$ cat config.mk
export PLATFORM = sky130hd
export DESIGN_NAME = session_scheduler
export DESIGN_NICKNAME = d
export VERILOG_FILES = /design/src/rtl/tvbg_pkg.sv /design/src/rtl/button_debouncer.sv /design/src/rtl/session_scheduler.sv
export SDC_FILE = /design/constraint.sdc
export NUM_CORES = 1
export LEC_CHECK = 0
export ABC_CLOCK_PERIOD_IN_PS = 2200
export CORE_MARGIN = 2
export CORE_UTILIZATION = 40
export DETAILED_ROUTE_END_ITERATION = 10
export GPL_TIMING_DRIVEN = 0
export PLACE_DENSITY = 0.73
export SLEW_MARGIN = 15
export SYNTH_ARGS = -nofsm -noshare
export SYNTH_HDL_FRONTEND = slang
export SYNTH_SLANG_ARGS = --single-unit
$ cat constraint.sdc
create_clock -name clock_in -period 2.2 [get_ports clock_in]
set_clock_uncertainty 0.2 [all_clocks]
set_input_delay 0.44 -clock clock_in [delete_from_list [all_inputs] [get_ports clock_in]]
set_output_delay 0.44 -clock clock_in [all_outputs]
set_load 0.02 [all_outputs]
$ cat src/rtl/tvbg_pkg.sv
// Shared types and default constants for the TV-B-Gone session scheduler.
package tvbg_pkg;

    typedef enum logic [2:0] {
        IDLE,
        WAIT_BUSY,
        RUN,
        GAP_ARM,
        GAP_WAIT,
        FAULT
    } sched_state_e;

    localparam int          DEFAULT_DEBOUNCE_CYCLES = 65536;
    localparam logic [15:0] DEFAULT_GAP_TICKS       = 16'd5000;

endpackage

$ cat src/rtl/button_debouncer.sv
// Two-flop synchronizer plus stability counter; emits a one-cycle pulse on the
// debounced rising edge of the button.
module button_debouncer
    import tvbg_pkg::*;
#(
    parameter int DEBOUNCE_CYCLES = DEFAULT_DEBOUNCE_CYCLES
) (
    input  logic clock,
    input  logic reset_n,
    input  logic button,
    output logic press
);

    localparam int            CW   = $clog2(DEBOUNCE_CYCLES);
    localparam logic [CW-1:0] LAST = CW'(DEBOUNCE_CYCLES - 1);

    logic          sync_a;
    logic          sync_b;
    logic          level;
    logic [CW-1:0] count;

    // The level flips on the DEBOUNCE_CYCLES-th consecutive differing sample.
    always_ff @(posedge clock or negedge reset_n) begin
        if (!reset_n) begin
            sync_a <= 1'b0;
            sync_b <= 1'b0;
            level  <= 1'b0;
            count  <= '0;
            press  <= 1'b0;
        end else begin
            sync_a <= button;
            sync_b <= sync_a;
            press  <= 1'b0;
            if (sync_b == level) begin
                count <= '0;
            end else if (count == LAST) begin
                level <= sync_b;
                press <= sync_b;
                count <= '0;
            end else begin
                count <= count + 1'b1;
            end
        end
    end

endmodule

$ cat src/rtl/session_scheduler.sv
// Top-level TV-B-Gone sequencer: starts/supervises controller sessions, inserts
// loop-mode gaps and arbitrates the shared delay unit.
module session_scheduler
    import tvbg_pkg::*;
#(
    parameter int                    DELAY_BITS      = 16,
    parameter int                    DEBOUNCE_CYCLES = DEFAULT_DEBOUNCE_CYCLES,
    parameter logic [DELAY_BITS-1:0] GAP_TICKS       = DELAY_BITS'(DEFAULT_GAP_TICKS),
    parameter int                    START_TIMEOUT   = 8,
    parameter int                    BLINK_CYCLES    = 2**20,
    parameter int                    SESSION_BITS    = 8
) (
    input  logic                    clock_in,
    input  logic                    reset_n_in,
    input  logic                    button_in,
    input  logic                    loop_mode_in,
    output logic                    ctrl_start_out,
    output logic                    ctrl_reset_out,
    input  logic                    ctrl_busy_in,
    input  logic                    ctrl_fail_in,
    input  logic                    ctrl_delay_enable_in,
    input  logic                    ctrl_delay_start_strobe_in,
    input  logic [DELAY_BITS-1:0]   ctrl_delay_value_in,
    output logic                    ctrl_delay_busy_out,
    output logic                    delay_enable_out,
    output logic                    delay_start_strobe_out,
    output logic [DELAY_BITS-1:0]   delay_value_out,
    input  logic                    delay_busy_in,
    output logic                    led_out,
    output logic [SESSION_BITS-1:0] session_count_out
);

    localparam int            TW      = $clog2(START_TIMEOUT + 1);
    localparam int            BW      = $clog2(BLINK_CYCLES + 1);
    localparam logic [TW-1:0] TO_LAST = TW'(START_TIMEOUT - 1);
    localparam logic [BW-1:0] BL_LAST = BW'(BLINK_CYCLES - 1);

    sched_state_e  state;
    logic          press;
    logic          owns_delay;
    logic [TW-1:0] timeout_count;
    logic [BW-1:0] blink_count;

    button_debouncer #(
        .DEBOUNCE_CYCLES(DEBOUNCE_CYCLES)
    ) u_debouncer (
        .clock  (clock_in),
        .reset_n(reset_n_in),
        .button (button_in),
        .press  (press)
    );

    // The controller is idle during the gap, so a plain mux cannot contend.
    assign owns_delay             = (state == GAP_ARM) || (state == GAP_WAIT);
    assign delay_enable_out       = owns_delay ? 1'b1 : ctrl_delay_enable_in;
    assign delay_start_strobe_out = owns_delay ? (state == GAP_ARM) : ctrl_delay_start_strobe_in;
    assign delay_value_out        = owns_delay ? GAP_TICKS : ctrl_delay_value_in;
    assign ctrl_delay_busy_out    = owns_delay ? 1'b0 : delay_busy_in;

    always_ff @(posedge clock_in or negedge reset_n_in) begin
        if (!reset_n_in) begin
            state             <= IDLE;
            ctrl_start_out    <= 1'b0;
            ctrl_reset_out    <= 1'b0;
            led_out           <= 1'b0;
            session_count_out <= '0;
            timeout_count     <= '0;
            blink_count       <= '0;
        end else begin
            ctrl_start_out <= 1'b0;
            ctrl_reset_out <= 1'b0;
            case (state)
                IDLE: begin
                    if (press) begin
                        ctrl_start_out <= 1'b1;
                        timeout_count  <= '0;
                        led_out        <= 1'b1;
                        state          <= WAIT_BUSY;
                    end
                end
                WAIT_BUSY: begin
                    if (ctrl_busy_in) begin
                        state <= RUN;
                    end else if (timeout_count == TO_LAST) begin
                        blink_count <= '0;
                        state       <= FAULT;
                    end else begin
                        timeout_count <= timeout_count + 1'b1;
                    end
                end
                RUN: begin
                    // Fail outranks both an abort press and a normal busy fall.
                    if (ctrl_fail_in) begin
                        ctrl_reset_out <= 1'b1;
                        blink_count    <= '0;
                        state          <= FAULT;
                    end else if (press) begin
                        ctrl_reset_out <= 1'b1;
                        led_out        <= 1'b0;
                        state          <= IDLE;
                    end else if (!ctrl_busy_in) begin
                        session_count_out <= session_count_out + 1'b1;
                        if (loop_mode_in) begin
                            state <= GAP_ARM;
                        end else begin
                            led_out <= 1'b0;
                            state   <= IDLE;
                        end
                    end
                end
                GAP_ARM: begin
                    if (press) begin
                        led_out <= 1'b0;
                        state   <= IDLE;
                    end else if (delay_busy_in) begin
                        state <= GAP_WAIT;
                    end
                end
                GAP_WAIT: begin
                    if (press) begin
                        led_out <= 1'b0;
                        state   <= IDLE;
                    end else if (!delay_busy_in) begin
                        if (loop_mode_in) begin
                            ctrl_start_out <= 1'b1;
                            timeout_count  <= '0;
                            state          <= WAIT_BUSY;
                        end else begin
                            led_out <= 1'b0;
                            state   <= IDLE;
                        end
                    end
                end
                FAULT: begin
                    if (press) begin
                        led_out <= 1'b0;
                        state   <= IDLE;
                    end else if (blink_count == BL_LAST) begin
                        led_out     <= ~led_out;
                        blink_count <= '0;
                    end else begin
                        blink_count <= blink_count + 1'b1;
                    end
                end
                default: begin
                    led_out <= 1'b0;
                    state   <= IDLE;
                end
            endcase
        end
    end

endmodule

Word level (Yosys, flattened, before mapping):

Cells that the tools add are included.

* output and inout port bits: 30
* register bits after elaboration: 59
* input port bits: 25
* logic and storage cells: 112

* bitwise operators: 6
* add/sub/neg operators: 4
* reductions and logical operators: 10
* multiplexer cells: 53
* eq/ne operators: 27

Operators with widths (count)
* two-way mux 21 bit: 5
* case mux 21 bit (3 select lines): 1
* two-way mux 16 bit: 3
* two-way mux 3 bit: 11
* two-way mux 4 bit: 6
* two-way mux 1 bit: 22
* adder 21 x 1 -> 21 bit (second input constant): 1
* == test 21 x 20 -> 1 bit (second input constant): 1
* inequality test 2 bit (second input constant): 9
* case mux 3 bit (6 select lines): 1
* adder 16 x 1 -> 16 bit (second input constant): 1
* == test 16 bit (second input constant): 1
* AND reduction 7 bit: 2
* inequality test 3 x 2 -> 1 bit (second input constant): 4
* case mux 4 bit (3 select lines): 1
* adder 8 x 1 -> 8 bit (second input constant): 1
* == test 3 x 2 -> 1 bit (second input constant): 2
* == test 3 bit (second input constant): 2
* inequality test 2 x 1 -> 1 bit (second input constant): 3
* NOT 1 bit: 6
* case mux 1 bit (6 select lines): 1
* AND reduction 6 bit: 1
* nonzero test 3 bit: 2
* AND reduction 5 bit: 1
* other kinds (12): 12

Logic depth before layout (Yosys ltp):

Gate-level depths: netlist of the first run.

* depth in word-level cells: 5
* mapped depth: 7
* gate-level depth less buffers: 6

Hierarchy:

Synthesis of the first run repeated with hierarchy kept, for this count alone.

* cells, all modules: 351
* area total of the unflattened synthesis: 3385.7 µm²

Modules (own cells, without submodules)
* session_scheduler: sequential area each 975.9 µm², area an instance 2456.1 µm², cells each 267, instances 1
* button_debouncer: sequential area each 500.5 µm², area an instance 929.6 µm², cells each 84, instances 1

Worst setup path after synthesis of the first run:

Ideal clock, no wire load.

* kind: reg-to-output
* from: reg state[1]
* to: out delay_value_out[0]
* cell stages (with the launch flop): 6
* buffers on the path: 3
* setup slack: -45 ps
* data required time: 1560 ps
* arrival time: 1605 ps
* cell sequence: dfrtp_1 buf_2 buf_1 a21oi_1 clkbuf_1 and2_1

* longest elaborated chain between the ends: 3
* elaborated cells between the ends (all ways): 4
* those cells by class: eq/ne: 2; mux: 1; reduce/logical: 1

RTL lines
* from (decl): line session_scheduler.sv:38 `sched_state_e state;`
* from (signal assigned): line session_scheduler.sv:62 `state <= IDLE;`
* from (signal assigned): line session_scheduler.sv:78 `state <= WAIT_BUSY;`
* from (signal assigned): line session_scheduler.sv:83 `state <= RUN;`
* == test 3 x 2 -> 1 bit / == test 3 bit (equally long branches): line session_scheduler.sv:54 `assign owns_delay = (state == GAP_ARM) || (state == GAP_WAIT);`
* logical OR 1 bit *: line session_scheduler.sv:54
* two-way mux 16 bit *: line session_scheduler.sv:57 `assign delay_value_out = owns_delay ? GAP_TICKS : ctrl_delay_value_in;`
* to (decl): line session_scheduler.sv:27 `output logic [DELAY_BITS-1:0] delay_value_out,`

Mark *: on every way between the ends. The rest lies on a longest branch, timed or not.

Worst setup path in the final report of the first run:

* from: reg state[0]
* to: out ctrl_delay_busy_out

* longest elaborated chain between the ends: 3
* elaborated cells between the ends (all ways): 4
* those cells by class: eq/ne: 2; mux: 1; reduce/logical: 1

RTL lines
* == test 3 x 2 -> 1 bit / == test 3 bit (equally long branches): line session_scheduler.sv:54
* logical OR 1 bit *: line session_scheduler.sv:54
* two-way mux 1 bit *: line session_scheduler.sv:58 `assign ctrl_delay_busy_out = owns_delay ? 1'b0 : delay_busy_in;`
* to (decl): line session_scheduler.sv:24 `output logic ctrl_delay_busy_out,`

Marks and branches as above.

==> results of run 1 <==
[metrics by stage]
step	TNS [ns]	hold WS, ns	utilization, %
6_report	-0.800	0.222	54.6
2_1_floorplan	0	-0.0556	-
4_1_cts	-0.825	0.223	54.0
5_1_grt	-2.08	0.229	54.6
3_5_place_dp	-16.77	0.183	49.2
3_3_place_gp	-94.84	0.182	49.3
[area by class of cell]
class	instances	area share, %
inverter	9	0.757
multi-input combinational	276	41.9
tap	105	2.95
clock inverter	5	1.18
sequential	59	33.2
timing repair buffer	64	14.3
buffer	14	2.52
clock buffer	11	3.17
[synth_stat cells (2+ instances only)]
cell type,n
a21o_1,5
a21oi_1,25
a22o_1,4
a22oi_1,2
and2_1,15
and3_1,9
and3b_1,2
and4_4,2
buf_2,8
clkbuf_1,4
dfrtp_1,59
ha_1,4
inv_1,9
mux2_2,6
mux2i_1,11
nand2_1,24
nand2b_1,10
nand3_1,19
nand4_1,18
nor2_1,41
nor2b_1,5
nor3_1,8
nor4_1,3
o21ai_0,15
or2_2,2
or3_1,2
or3b_2,2
xnor2_1,15
xor2_1,8
[path summary, 6_finish.rpt]
kind,from,endpoint,slack (ns),depth (start not counted)
max in group asynchronous,reset_n_in,state[2]$_DFFE_PN0P_,0.81,2
worst min register to register,u_debouncer.sync_a$_DFF_PN0_,u_debouncer.sync_b$_DFF_PN0_,0.22,0
worst max register to register,state[0]$_DFFE_PN0P_,blink_count[5]$_DFFE_PN0P_,0.04,7
worst max-delay path,state[0]$_DFFE_PN0P_,ctrl_delay_busy_out,-0.08,6
worst min-delay path,u_debouncer.sync_a$_DFF_PN0_,u_debouncer.sync_b$_DFF_PN0_,0.22,0
min in group asynchronous,reset_n_in,blink_count[6]$_DFFE_PN0P_,0.49,2
[state kept, by name (all words and copies together) (netlist names)]
register	cells
blink_count	21
u_debouncer.count	16
session_count_out	8
timeout_count	4
state	3
ctrl_reset_out	1
ctrl_start_out	1
led_out	1
u_debouncer.level	1
u_debouncer.press	1
u_debouncer.sync_a	1
u_debouncer.sync_b	1
[cells by family (layout without fill, tap and decap cells)]
logic type / Yosys count / after routing / share of synthesized area (%)
compound gates: 59 / 59 / 11.4
xor+xnor: 23 / 23 / 6.01
fa+ha+maj: 4 / 4 / 1.49
buf+inv: 23 / 103 / 2.99
flops: 59 / 59 / 44.1
mux: 18 / 18 / 5.75
simple gates: 172 / 172 / 28.3
[critical path, stage by stage, from the launching register on]
cell and delay [ns]:
dfrtp_2 0.44, buf_6 0.13, nor2b_4 0.13, a21oi_4 0.18
buf_6 0.17, and2_4 0.15, buf_6 0.11
[placed cells by master (no fill, tap or decap), drive strengths merged, types with 3 or more instances in the layout]
cell,n
nand2b,11
xnor2,15
nor3,10
nor2,41
a21o,5
buf,37
and3,9
a21oi,25
xor2,8
clkdlybuf4s50,34
mux2i,11
ha,4
nand2,24
dfrtp,59
nor4,3
nor2b,5
a22o,4
nand4,19
clkinv,3
and4,3
and2,15
inv,9
mux2,7
nand3,19
clkbuf,17
o21ai,15
[where the power goes]
group | total (W) | internal (W) | switching (W) | leakage, nW
Sequential | 0.00110 | 0.00109 | 0.00000794 | 0.728
Combinational | 0.000184 | 0.0000994 | 0.0000848 | 1.13
Clock | 0.000968 | 0.000548 | 0.000420 | 0.0991
Total | 0.00225 | 0.00174 | 0.000512 | 1.95
[routing by layer]
metal / vias up / global-route usage [%] / wire length, microns
met5: - / 0 / 0
li1: 1417 / - / -
met2: 58 / 30.3 / 3830
met4: 0 / 6.55 / 104
met3: 11 / 3.79 / 276
met1: 1364 / 22.6 / 3350
[what timing repair did]
item	in CTS	in global routing
pin swaps	8	7
buffers inserted	6	2
gates cloned	1	0
hold endpoints to repair	48	0
hold buffers	1	0
endpoints found under the setup margin	36	42
resized for setup	141	13
==> results.toml, run 1 <==
[status]
status = "finished, violations left"
violations = "negative setup slack"

[final_layout]
fillers = 712
syn2layout_area_growth_pct = 33.1
multi_input_area_sq_um = 1870
nets = 462
regArea_sq_um = 1480
final_cells = 543
stdcell_area_sq_um = 4460
drive_gt1_share_pct = 22.4
diodes = 0

[placed_design]
post-place-ws_ns = -0.729
placed_area_sq_um = 4020
dp_hpwl_microns = 5140
gp_congestion = 0.847
port_buffers = 54
placedCellCount = 517

[logic_synthesis]
synth_top_area_share_pct = 44.1
ys_top_cells_by_area = "dfrtp_1 (44%), nor2_1 (4.6%), xnor2_1 (3.9%)"
ys_warn_count = 0
synthDistinctLibCells = 50
synth_top_area_cell = "dfrtp_1"
netlist_area_sq_um = 3350
yosysSeqAreaShare_pct = 44.1
async_flop_share_pct = 100
synthFlopType = "dfrtp_1"
synth_edf_count = 0
synth.net_count = 387
syn_inst = 358
ys_ff_latch = 59
synth.avg_cell_area_sq_um = 9.36

[pwr]
peakVddDrop_mv = 0.431
power_leakage_nw = 1.95
p_per_area_nw_per_um2 = 505
power_w = 0.00225

[detailed_routing]
drc = 0
drtIter0Drc = 120
dr.pass1.iters = 5
vias_per_cell = 5.25
antenna_left = 0
vias = 2850
routed_wl_microns = 7560
wl_per_cell_microns = 13.9

[clock_tree]
insertion_delay_ns = 0.33
root_buffer = "clkbuf_8"
cts.sinks = 59
cts_tree = "done"
cts.path.max_buffers = 2
ctsHtreeMaxLevel = 3
numCtsBuffers = 9
clk_pin_slew_ns = 0.07

[global_route]
antenna_found_initial = 0
grt_max_degree = 60
grt_pass1_wl_microns = 12700
grt_util_all_layers_pct = 17.9
grt-ovfl-total = 0
grt_pass1_vias = 2796

[timing]
fin_crit_sh_pct = 104
hold_violations = 0
relSlewSlack_pct = 51.6
max_freq_mhz = 438
setup_violations = 18
slew_viol_final = 0
rsz0062_at_grt = "true"
worst_slack_ns = -0.0837
min_period_ns = 2.28
worst_slew_pin_slew_ns = 0.727

[setup_path]
crit_fanout = 8
path_class = "reg2out"
start_kind = "flip-flop"
endpoint_kind = "primary output"
required_ns = 1.56
crit_arrival_ns = 1.64

[floorplan]
initial_core_util_pct = 41.0
die_x_microns = 95.5
ioPinCount = 55
rows = 33
fp.dieH_microns = 95.5
die-area_sq_um = 9130
core_sq_um = 8180

[hold_path]
min_path_type = "reg2reg"

[job]
drv_cap = 0
No activity file was read; power rests on OpenSTA's default activity.
==> run 2, diff against run 1 <==
- ABC_CLOCK_PERIOD_IN_PS: 2200 -> 2500
- CAP_MARGIN: not set -> 0
- PLACE_DENSITY: 0.73 -> 0.71
- clock period: 2.2 -> 2.5 ns (I/O delays scaled with it)
==> results.toml, run 2 (same netlist as run 1, synthesis figures left out) <==
[final_layout]
largest_reg_flops = 21
multi_input_area_sq_um = 1790
drive_gt1_share_pct = 15.6
syn2layout_area_growth_pct = 25.4
top_register = "blink_count"
layout_commonest_cell = "dfrtp_1"
nets = 453
fillers = 749
diodes = 0
regArea_sq_um = 1480
reg_top3 = "blink_count (21), u_debouncer.count (16), session_count_out (8)"
final_cell_mix = "dfrtp_1 (56), nor2_1 (41), clkdlybuf4s50_1 (34)"

[global_route]
grt_pass1_wl_microns = 12300
grt_pass1_vias = 2776
grt_max_degree = 60
grt_util_all_layers_pct = 17.0
antenna_found_initial = 0
grt-ovfl-total = 0

[timing]
min_period_ns = 2.45
whs_ns = 0.0198
relSlewSlack_pct = 51.4
setup_violations = 0
fin_crit_sh_pct = 98.0
rsz0062_at_grt = "true"
hold_violations = 0
final.setup.tns_ns = 0
worst_slew_pin_slew_ns = 0.729
slew_viol_final = 0
max_freq_mhz = 408

[clock_tree]
insertion_delay_ns = 0.34
ctsHtreeMaxLevel = 3
clk_pin_slew_ns = 0.06
cts.sinks = 59
cts_tree = "done"
root_buffer = "clkbuf_8"
cts.path.max_buffers = 2
numCtsBuffers = 9

[setup_path]
crit_top_cell = "buf_4"
endpoint_kind = "primary output"
crit_buf_inv = 3
crit_arrival_ns = 1.75
start_kind = "flip-flop"
required_ns = 1.80
crit_fanout = 10
critPathTopFamily = "buffers and inverters"
path_cells = "buf_4 > nor2b_4 > a21oi_4 > buf_4 > and2_1 > clkdlybuf4s15_2"
critPathMaxStageDelay_ns = 0.43
cp_slowest_cell = "dfrtp_2"
path_class = "reg2out"

[detailed_routing]
antenna_left = 0
drtIter0Drc = 136
vias = 2829
dr.pass1.iters = 5
vias_per_cell = 5.30
wl_per_cell_microns = 13.7
routed_wl_microns = 7330
drc = 0

[floorplan]
die-area_sq_um = 9130
core_sq_um = 8180
rows = 33
ioPinCount = 55
initial_core_util_pct = 41.0
fp.dieH_microns = 95.5
die_x_microns = 95.5

[pwr]
power_leakage_nw = 1.81
p_per_area_nw_per_um2 = 464
peakVddDrop_mv = 0.235

[hold_path]
min_path_type = "in2async"

[status]
status = "finished clean"

[job]
drv_cap = 0

[placed_design]
port_buffers = 54
dp_hpwl_microns = 5140
gp_congestion = 0.877
## run 2: final timing paths
| path | slack (ns) | end | from | cells after the start |
|---|---|---|---|---|
| worst max-delay path | 0.05 | ctrl_delay_busy_out | state[0]$_DFFE_PN0P_ | 6 |
| min in group clock_in | 0.15 | u_debouncer.sync_b$_DFF_PN0_ | u_debouncer.sync_a$_DFF_PN0_ | 0 |
| worst min register to register | 0.15 | u_debouncer.sync_b$_DFF_PN0_ | u_debouncer.sync_a$_DFF_PN0_ | 0 |
| max in group asynchronous | 1.55 | state[1]$_DFFE_PN0P_ | reset_n_in | 1 |
| worst min-delay path | 0.02 | u_debouncer.count[3]$_DFF_PN0_ | reset_n_in | 1 |
| worst max register to register | 0.20 | led_out$_DFFE_PN0P_ | blink_count[1]$_DFFE_PN0P_ | 6 |
## run 2: layer usage
layer | global-route usage (%) | vias up | part of all wire [%]
met2 | 28.4 | 105 | 48
met3 | 3.79 | 11 | 8.1
li1 | - | 1394 | -
met5 | 0 | - | 0
met4 | 8.69 | 0 | 1.7
met1 | 20.4 | 1319 | 42
## run 2: stage by stage
stage | worst slack, ns | instance area [sq um] | util (%) | instances | power [W]
final | 0.0509 | 4200 | 51.4 | 534 | 0.00195
after detailed placement | -0.655 | 4020 | 49.2 | 517 | 0.00113
after global routing | -0.00181 | 4200 | 51.4 | 534 | 0.00203
after floorplan | 0.195 | 3350 | - | 358 | 0.00104
after global placement | -1.14 | 4020 | 49.2 | 517 | 0.00113
after CTS | -0.00444 | 4210 | 51.4 | 534 | 0.00198
## run 2: area by class of cell
type	instances	area share [%]
Multi-Input combinational cell	276	42.7
Sequential cell	59	35.2
Timing Repair Buffer	56	11.6
Clock buffer	12	3.45
Tap cell	105	3.13
Buffer	13	1.91
Clock inverter	4	1.19
Inverter	9	0.804
## run 2: what timing repair did
item                       CTS  global route
setup endpoints to repair   19             8
setup buffers                2             0
pin swaps                    1             0
hold buffers                 0             0
cloned                       0             0
resized for setup           67             9
## run 2: power by group
group,total [W],internal [W],switching [W]
registers,0.000967,0.000961,0.00000613
clock network,0.000851,0.000486,0.000365
logic,0.000132,0.0000627,0.0000697
total,0.00195,0.00151,0.000441
==> run 3, diff against run 2 <==
- ABC_CLOCK_PERIOD_IN_PS: 2500 -> 2800
- HOLD_SLACK_MARGIN: not set -> 0.03
- SLEW_MARGIN: 15 -> not set
- clock period: 2.5 -> 2.8 ns (I/O delays scaled with it)
==> results.toml, run 3 (same netlist as run 1, synthesis figures left out) <==
[global_route]
antenna_found_initial = 0
grt-ovfl-total = 0
grt_pass1_wl_microns = 12200
grt_pass1_vias = 2677
use_met1_pct = 20.3
grt_max_degree = 41
gr-usage-met2_pct = 28.9
grt_busiest_layer = "met2"
grt_util_all_layers_pct = 17.0
use_met3_pct = 4.82

[setup_path]
r2r_start = "blink_count[0]$_DFFE_PN0P_"
ff2ff_path_depth = 6
crit_buf_inv = 3
endpoint_kind = "primary output"
start_kind = "flip-flop"
critPathTopFamily = "buffers and inverters"
r2r-end = "led_out$_DFFE_PN0P_"
crit_fanout = 10
critPathMaxStageDelay_ns = 0.46
path_class = "reg2out"
r2r_slack_ns = 0.50
required_ns = 2.04
path_cells = "buf_2 > nor2b_2 > a21oi_4 > clkbuf_2 > and2_1 > dlygate4sd2_1"
crit_arrival_ns = 1.94
cp_slowest_cell = "dfrtp_2"

[pwr]
peakVddDrop_mv = 0.220
p_sw_share_pct = 20.5
switching_power_w = 0.000377
p_per_area_nw_per_um2 = 430
power_w = 0.00184
power_leakage_nw = 1.87
pwr-share-comb_pct = 6.8
power_frac_seq_pct = 47.0
p_clk_share_pct = 46.2
internal_power_w = 0.00146

[timing]
max_freq_mhz = 370
setup_violations = 0
relSlewSlack_pct = 54.3
worst_slew_pin_slew_ns = 0.680
fin_crit_sh_pct = 96.4
rsz0062_at_grt = "false"
min_period_ns = 2.70
hold_violations = 0
slew_viol_final = 0

[final_layout]
drive_gt1_share_pct = 11.7
nets = 455
stdcell_area_sq_um = 4270
final_core_utilization_pct = 52.3
final_cell_mix = "dfrtp_1 (58), nor2_1 (41), clkdlybuf4s50_1 (34)"
syn2layout_area_growth_pct = 27.5
diodes = 0
reg_top3 = "blink_count (21), u_debouncer.count (16), session_count_out (8)"
largest_reg_flops = 21
fillers = 739
layout_commonest_cell = "dfrtp_1"
top_register = "blink_count"

[floorplan]
core_sq_um = 8180
die_x_microns = 95.5
initial_core_util_pct = 41.0
fp.dieH_microns = 95.5
rows = 33
ioPinCount = 55
die-area_sq_um = 9130

[placed_design]
placed_area_sq_um = 4040
dp_hpwl_microns = 5190
gp_congestion = 0.877
port_buffers = 54

[detailed_routing]
wl_per_cell_microns = 13.8
antenna_left = 0
drc = 0
routed_wl_microns = 7350
vias = 2832
dr.pass1.iters = 5
vias_per_cell = 5.30
drtIter0Drc = 116

[clock_tree]
cts_tree = "done"
numCtsBuffers = 9
insertion_delay_ns = 0.33
cts.path.max_buffers = 2
cts.sinks = 59
ctsHtreeMaxLevel = 3
clk_pin_slew_ns = 0.07
root_buffer = "clkbuf_8"

[hold_path]
min_path_type = "reg2reg"
hold_end = "u_debouncer.sync_b$_DFF_PN0_"
holdPathStages = 0
hold_start = "u_debouncer.sync_a$_DFF_PN0_"

[job]
drv_cap = 0

[status]
status = "finished clean"
==> run 3: worst register-to-register path, stage by stage, from the launching register on <==
cell,delay (ns)
dfrtp_1,0.40
ha_1,0.25
nand4_1,0.12
nor4_1,0.51
a31oi_4,0.21
nor2_1,0.15
mux2_2,0.34
==> run 3: layer usage <==
layer  wire [microns]  vias to the layer above  part of all wire, %
met5                0                        -                    0
met1             3200                     1322                   44
met4               90                        0                  1.2
met3              549                        9                  7.5
li1                 -                     1401                    -
met2             3510                      100                   48
==> run 3: worst max-delay path by stage <==
stage	startpoint	end	slack, ns	cells after the start
after CTS	state[0]$_DFFE_PN0P_	delay_start_strobe_out	0.05	5
after detailed placement	state[1]$_DFFE_PN0P_	delay_value_out[13]	-0.40	6
after global placement	reset_n_in	session_count_out[7]$_DFFE_PN0P_	-0.90	1
after global routing	state[0]$_DFFE_PN0P_	delay_value_out[10]	0.002	6
final	state[0]$_DFFE_PN0P_	delay_value_out[10]	0.10	6
after floorplan	state[1]$_DFFE_PN0P_	delay_value_out[0]	0.44	5
==> run 3: stage by stage <==
step,std cells,worst slack (ns),TNS (ns),hold WS [ns]
CTS,534,0.0457,0,0.155
global placement,517,-0.899,-56.36,0.138
detailed placement,518,-0.402,-4.23,0.141
global route,534,0.00241,0,0.159
floorplan,358,0.435,0,0.0644
finish,534,0.101,0,0.151
==> run 3: layout make-up <==
type	count	area, sq um	area share [%]
Sequential cell	59	1480	34.6
Buffer	14	68.8	1.61
Timing Repair Buffer	57	558	13.1
Inverter	9	33.8	0.791
Multi-Input combinational cell	276	1790	41.8
Clock buffer	12	155	3.63
Clock inverter	2	60.1	1.41
Tap cell	105	131	3.07
==> run 3: power groups by stage <==
stage | Clock (W) | Combinational (W) | Sequential [W]
5_1_grt | 0.000917 | 0.000139 | 0.000864
4_1_cts | 0.000877 | 0.000127 | 0.000864
6_report | 0.000849 | 0.000125 | 0.000864
3_5_place_dp | 0 | 0.000135 | 0.000880
2_1_floorplan | 0 | 0.0000479 | 0.000879
3_3_place_gp | 0 | 0.000131 | 0.000879
==> run 3: repair_timing <==
action / in CTS / in global routing
buffers inserted: 1 / 0
resized for setup: 24 / 5
pin swaps: 1 / 0
setup endpoints to repair: 19 / 5
endpoints found under the hold margin: 19 / 0
hold buffers: 1 / 0
